<file path="src/rtl/mon_prod_ctrl.sv">
// mon_prod_ctrl: loads A/B/M words, starts the Montgomery core, waits for P and streams it out
module mon_prod_ctrl #(
    parameter int bitLen    = 64,
    parameter int N         = 32,
    parameter int WORDS     = bitLen / N,
    parameter int wcntWidth = 2,
    parameter int TIMEOUT   = 4096,
    parameter int toWidth   = 13
) (
    input  logic              clk,
    input  logic              rst_n,
    input  logic [N-1:0]      in_word,
    input  logic              in_valid,
    output logic [bitLen-1:0] mp_A,
    output logic [bitLen-1:0] mp_B,
    output logic [bitLen-1:0] mp_M,
    output logic              mp_start,
    input  logic              mp_stop,
    input  logic [bitLen-1:0] mp_P,
    output logic [N-1:0]      out_word,
    output logic              out_valid,
    input  logic              out_ready,
    output logic              busy,
    output logic              overrun,
    output logic              timeout,
    output logic [2:0]        state
);
    localparam logic [wcntWidth-1:0] LAST_WORD = wcntWidth'(WORDS - 1);
    localparam logic [toWidth-1:0]   LAST_WAIT = toWidth'(TIMEOUT - 1);

    typedef enum logic [2:0] {
        LOAD_A = 3'd0,
        LOAD_B = 3'd1,
        LOAD_M = 3'd2,
        START  = 3'd3,
        WAIT   = 3'd4,
        SEND   = 3'd5
    } state_t;

    state_t               st, st_nx;
    logic [wcntWidth-1:0] wcnt;
    logic [toWidth-1:0]   tcnt;
    logic [bitLen-1:0]    p_q;
    logic                 loading, last_word, stop_ok, to_hit, xfer;

    assign loading   = (st == LOAD_A) || (st == LOAD_B) || (st == LOAD_M);
    assign last_word = wcnt == LAST_WORD;
    // tcnt==0 marks the guard cycle, where a stale mp_stop from the last run is ignored
    assign stop_ok   = (st == WAIT) && (tcnt != '0) && mp_stop;
    assign to_hit    = (st == WAIT) && !stop_ok && (tcnt == LAST_WAIT);
    assign xfer      = (st == SEND) && out_ready;
    assign mp_start  = st == START;
    assign out_valid = st == SEND;
    assign out_word  = out_valid ? p_q[N*int'(wcnt) +: N] : '0;
    assign busy      = !((st == LOAD_A) && (wcnt == '0));
    assign state     = st;

    // Next-state selection
    always_comb begin
        st_nx = st;
        case (st)
            LOAD_A:  st_nx = (in_valid && last_word) ? LOAD_B : LOAD_A;
            LOAD_B:  st_nx = (in_valid && last_word) ? LOAD_M : LOAD_B;
            LOAD_M:  st_nx = (in_valid && last_word) ? START : LOAD_M;
            START:   st_nx = WAIT;
            WAIT:    st_nx = stop_ok ? SEND : (to_hit ? LOAD_A : WAIT);
            SEND:    st_nx = (xfer && last_word) ? LOAD_A : SEND;
            default: st_nx = LOAD_A;
        endcase
    end

    // State register
    always_ff @(posedge clk or negedge rst_n) begin
        if (!rst_n) st <= LOAD_A;
        else        st <= st_nx;
    end

    // Word counter shared by loading and sending; wait counter runs only in WAIT
    always_ff @(posedge clk or negedge rst_n) begin
        if (!rst_n) begin
            wcnt <= '0;
            tcnt <= '0;
        end else begin
            if ((loading && in_valid) || xfer) wcnt <= last_word ? '0 : wcnt + 1'b1;
            else if (stop_ok)                  wcnt <= '0;
            tcnt <= (st == WAIT) ? tcnt + 1'b1 : '0;
        end
    end

    // Operand word capture (first word is least significant) and one-shot result capture
    always_ff @(posedge clk or negedge rst_n) begin
        if (!rst_n) begin
            mp_A <= '0;
            mp_B <= '0;
            mp_M <= '0;
            p_q  <= '0;
        end else begin
            if (in_valid && st == LOAD_A) mp_A[N*int'(wcnt) +: N] <= in_word;
            if (in_valid && st == LOAD_B) mp_B[N*int'(wcnt) +: N] <= in_word;
            if (in_valid && st == LOAD_M) mp_M[N*int'(wcnt) +: N] <= in_word;
            if (stop_ok) p_q <= mp_P;
        end
    end

    // Sticky error flags, cleared only by reset
    always_ff @(posedge clk or negedge rst_n) begin
        if (!rst_n) begin
            overrun <= 1'b0;
            timeout <= 1'b0;
        end else begin
            if (in_valid && !loading) overrun <= 1'b1;
            if (to_hit)               timeout <= 1'b1;
        end
    end
endmodule

</file>
<file path="config.mk">
export PLATFORM = sky130hd
export DESIGN_NAME = mon_prod_ctrl
export DESIGN_NICKNAME = d
export VERILOG_FILES = /design/src/rtl/mon_prod_ctrl.sv
export SDC_FILE = /design/constraint.sdc
export NUM_CORES = 1
export LEC_CHECK = 0
export BUFFER_PORTS_ARGS = -buffer_cell sky130_fd_sc_hd__buf_2
export CAP_MARGIN = 20
export CORE_MARGIN = 2
export CORE_UTILIZATION = 55
export DETAILED_ROUTE_END_ITERATION = 10
export GPL_ROUTABILITY_DRIVEN = 0
export PLACE_DENSITY = 0.93
export RECOVER_POWER = 100
export SYNTH_ARGS = -nofsm -noshare
export SYNTH_HDL_FRONTEND = slang
export SYNTH_SLANG_ARGS = --single-unit
</file>
<file path="constraint.sdc">
create_clock -name clk -period 4.9 [get_ports clk]
set_clock_uncertainty 0.05 [all_clocks]
set_input_delay 0.49 -clock clk [delete_from_list [all_inputs] [get_ports clk]]
set_output_delay 0.49 -clock clk [all_outputs]
set_load 0.03 [all_outputs]
</file>
==> summary.txt <==
GRT
  • First-pass GRT wire length: 45500 um
  • GRT busiest layer: met2
  • Total GRT Usage: 28.0%
  • GRT Residual Overflow: 0
  • Vias in the first global route: 8905
  • Initial antenna violation count: 1
  • Largest net degree at the start of global routing: 135
  • M2 GR Usage: 47.6%
  • Met1 Use GR: 34.5%
  • Met3 Use GR: 5.86%

Clocking
  • Clock root cell: clkbuf_16
  • CTS H-tree lvls: 1
  • CTS resizes: 0
  • Clk pin slew, worst setup/hold paths: 0.06 ns
  • Clock Tree Buf Depth: 3
  • Clk sink count: 276
  • CTS tree: built
  • CTS Buf Count: 28
  • Worst skew pair latency: 0.54 ns
  • Hold Buf Count CTS: 0
  • Post-CTS Setup Inserts: 0

Die
  • # IOs: 333
  • Die ar.: 0.0209 mm2
  • Starting Density: 56.0%
  • Die H: 145 um
  • Core area: 0.0194 mm2
  • Rows: 51
  • DIE WIDTH: 145 um

Finish
  • # fillers: 1496
  • Final net count: 1433
  • Non-Filler Instances: 1611
  • Area grow syn2layout: 23.4%
  • Final core utilization: 69.1%
  • Layout cells sized above 1: 12.3%

Pwr
  • Power Density: 654 mW/mm2
  • VDD IR max: 0.385 mV
  • P_leak: 6.13 nW

Logic synthesis
  • Cell with the most instances after synthesis: dfrtp_1
  • Commonest cells post-synth: dfrtp_1 (276), nand2_1 (264), o21ai_0 (167)
  • Top FF cell, synth: dfrtp_1
  • Number of library cell types mapped by synthesis: 38
  • Seq cells post-synth: 276
  • Complex-gate fraction of the synthesized area: 10.0%
  • Mapped cell area: 0.0109 mm2
  • Fraction of the mapped netlist area in simple logic gates: 12.8%
  • Xor and xnor area share after synthesis: 0.645%
  • Synth Instances: 1013
  • Sequential fraction of the synthesis area: 63.6%
  • Top cells by area, synth: dfrtp_1 (64%), nand2_1 (9.1%), o21ai_0 (7.7%)
  • Synth async-reset ratio: 100%
  • Area share of fa/ha/maj cells after synthesis: 0.691%
  • Ys Warns: 0
  • Syn Area/Cell: 10.7 um2
  • Main combinational cell family by area after synthesis: simple AND/OR/NAND/NOR gates
  • Number of synthesized flops with an enable pin: 0
  • Yosys top cell by area: dfrtp_1
  • Top cell type's share of synthesized area: 63.6%
  • Multiplexer share of the synthesized area: 9.58%
  • Syn Nets: 1120

Timing
  • Setup violators final: 0
  • Hold Vio Cnt, Final: 0
  • Final TNS setup: 0 ns
  • Post-layout min period: 3.40 ns
  • RSZ-0062 raised after global routing: no
  • Slew headroom: -124%
  • Fmax: 294 MHz
  • Worst Tran Pin Value: 3.35 ns
  • Pins Over Slew Limit: 203
  • Final period utilization: 69.3%

Worst setup path
  • Crit-path leading delay family: buffers and inverters
  • CP Buf/Inv Count: 1
  • Crit path required time: 5.24 ns
  • Kind of critical path: flop to flop
  • Critical path's slowest cell: clkbuf_2
  • Critical-path cell list: or3b_1 > a311oi_4 > clkbuf_2 > mux2_1
  • CP Launch Type: flop
  • Worst Setup End Kind: flop
  • CP arrival: 3.74 ns
  • Worst path max stage delay: 1.27 ns
  • Max FO, Critical Path: 68

Placement
  • Placed insts: 1560
  • Detailed Place HPWL: 20800 um
  • Buffers on Ports: 332

Drt
  • DRT antenna net count: 0
  • Routed WL: 30100 um
  • Via Count: 8821
  • # DRC: 1
  • Initial DRC Count: 720
  • 1st-pass router iterations: 8
  • Wirelength per Cell: 18.7 um
  • Drt via density: 5.48

Outcome
  • Failing checks: DRC, capacitance limit, slew limit
  • Run status: complete, but fails checks

Run
  • Max Cap Viol: 2

Min path
  • Min-Delay Path Class: input port to flop
## final cells by class
type / count / area [um2] / share of cell area [%]
antenna: 1 / 2.50 / 0.0187
clock buffer: 39 / 812 / 6.06
clock inverter: 10 / 114 / 0.849
inverter: 8 / 30.0 / 0.224
multi-input combinational: 666 / 3690 / 27.6
sequential: 276 / 6910 / 51.5
tap: 265 / 332 / 2.47
timing repair buffer: 346 / 1520 / 11.3
## power by group
| group | leakage (nW) | switching [W] | internal (W) | total [W] |
|---|---|---|---|---|
| Combinational | 1.96 | 0.00228 | 0.000781 | 0.00306 |
| Sequential | 3.72 | 0.000544 | 0.00305 | 0.00359 |
| Clock | 0.459 | 0.000868 | 0.00126 | 0.00212 |
| Total | 6.13 | 0.00369 | 0.00508 | 0.00877 |
## logic make-up (layout without fill, tap and decap cells)
| logic type | after synthesis | count (layout) |
|---|---|---|
| AOI/OAI and AO/OA | 211 | 211 |
| xor gates and xnor gates | 8 | 8 |
| adders and majority gates | 6 | 6 |
| buffers and inverters | 71 | 403 |
| DFF | 276 | 276 |
| muxes | 96 | 96 |
| other | 0 | 1 |
| and+or+nand+nor | 345 | 345 |
## layout by cell type, fill, tap and decap left out, types with 2 or more instances in the layout
master       n
nand3_2      3
xor2_1       7
o21ai_0    194
mux2_1      64
inv_1        8
nand4_1      6
clkinv_2     6
nor4_1       3
o31ai_1      2
a21oi_1      4
nand2_1    264
nand3_1      4
ha_1         6
or3_1        2
nor3b_1      2
buf_2      100
and2_1       4
clkbuf_1   235
clkbuf_2     2
dfrtp_1    275
nor2_1      45
clkbuf_16   28
clkbuf_8     7
nor2b_1      3
o21ai_1      5
a221o_1      2
bufinv_16    2
mux2i_1     32
buf_4       10
## flip-flops by register name (all words and copies together), names as in the netlist
name and count:
mp_M 64, state 3, wcnt 2, timeout 1, tcnt 13, mp_B 64
mp_A 64, overrun 1, p_q 64
## worst register-to-register path, cell delays in order (launching register included)
cell	delay [ns]
dfrtp_1	0.52
or3b_1	0.64
a311oi_4	0.32
clkbuf_2	1.27
mux2_1	0.47
## path summary, 6_finish.rpt
kind / start / endpoint / slack, ns / cells after the start
setup / recovery: state[0]$_DFF_PN0_ / p_q[29]$_DFFE_PN0P_ / 1.50 / 4
hold / removal: mp_P[59] / p_q[59]$_DFFE_PN0P_ / 0.12 / 2
setup reg to reg: state[0]$_DFF_PN0_ / p_q[29]$_DFFE_PN0P_ / 1.50 / 4
hold reg to reg: timeout$_DFFE_PN0P_ / timeout$_DFFE_PN0P_ / 0.41 / 1
max in group asynchronous: rst_n / wcnt[0]$_DFFE_PN0P_ / 1.59 / 1
min in group asynchronous: rst_n / p_q[2]$_DFFE_PN0P_ / 1.00 / 1
## stage by stage
step | area (um2) | hold slack, ns | setup WS [ns] | total power [W]
floorplan | 10900 | 0.144 | 2.22 | 0.00562
global placement | 12800 | 0.388 | 1.78 | 0.00661
detailed placement | 12800 | 0.392 | 1.95 | 0.00679
CTS | 13700 | 0.0706 | 1.47 | 0.00894
global route | 13400 | 0.118 | 0.861 | 0.00923
finish | 13400 | 0.123 | 1.50 | 0.00877
## layer usage
layer | up-vias | part of all wire (%)
met5 | - | 0
met4 | 0 | 4.8
met3 | 110 | 7.0
met2 | 408 | 50
met1 | 4292 | 38
li1 | 4011 | -
Power figures use the tool's default switching activity.
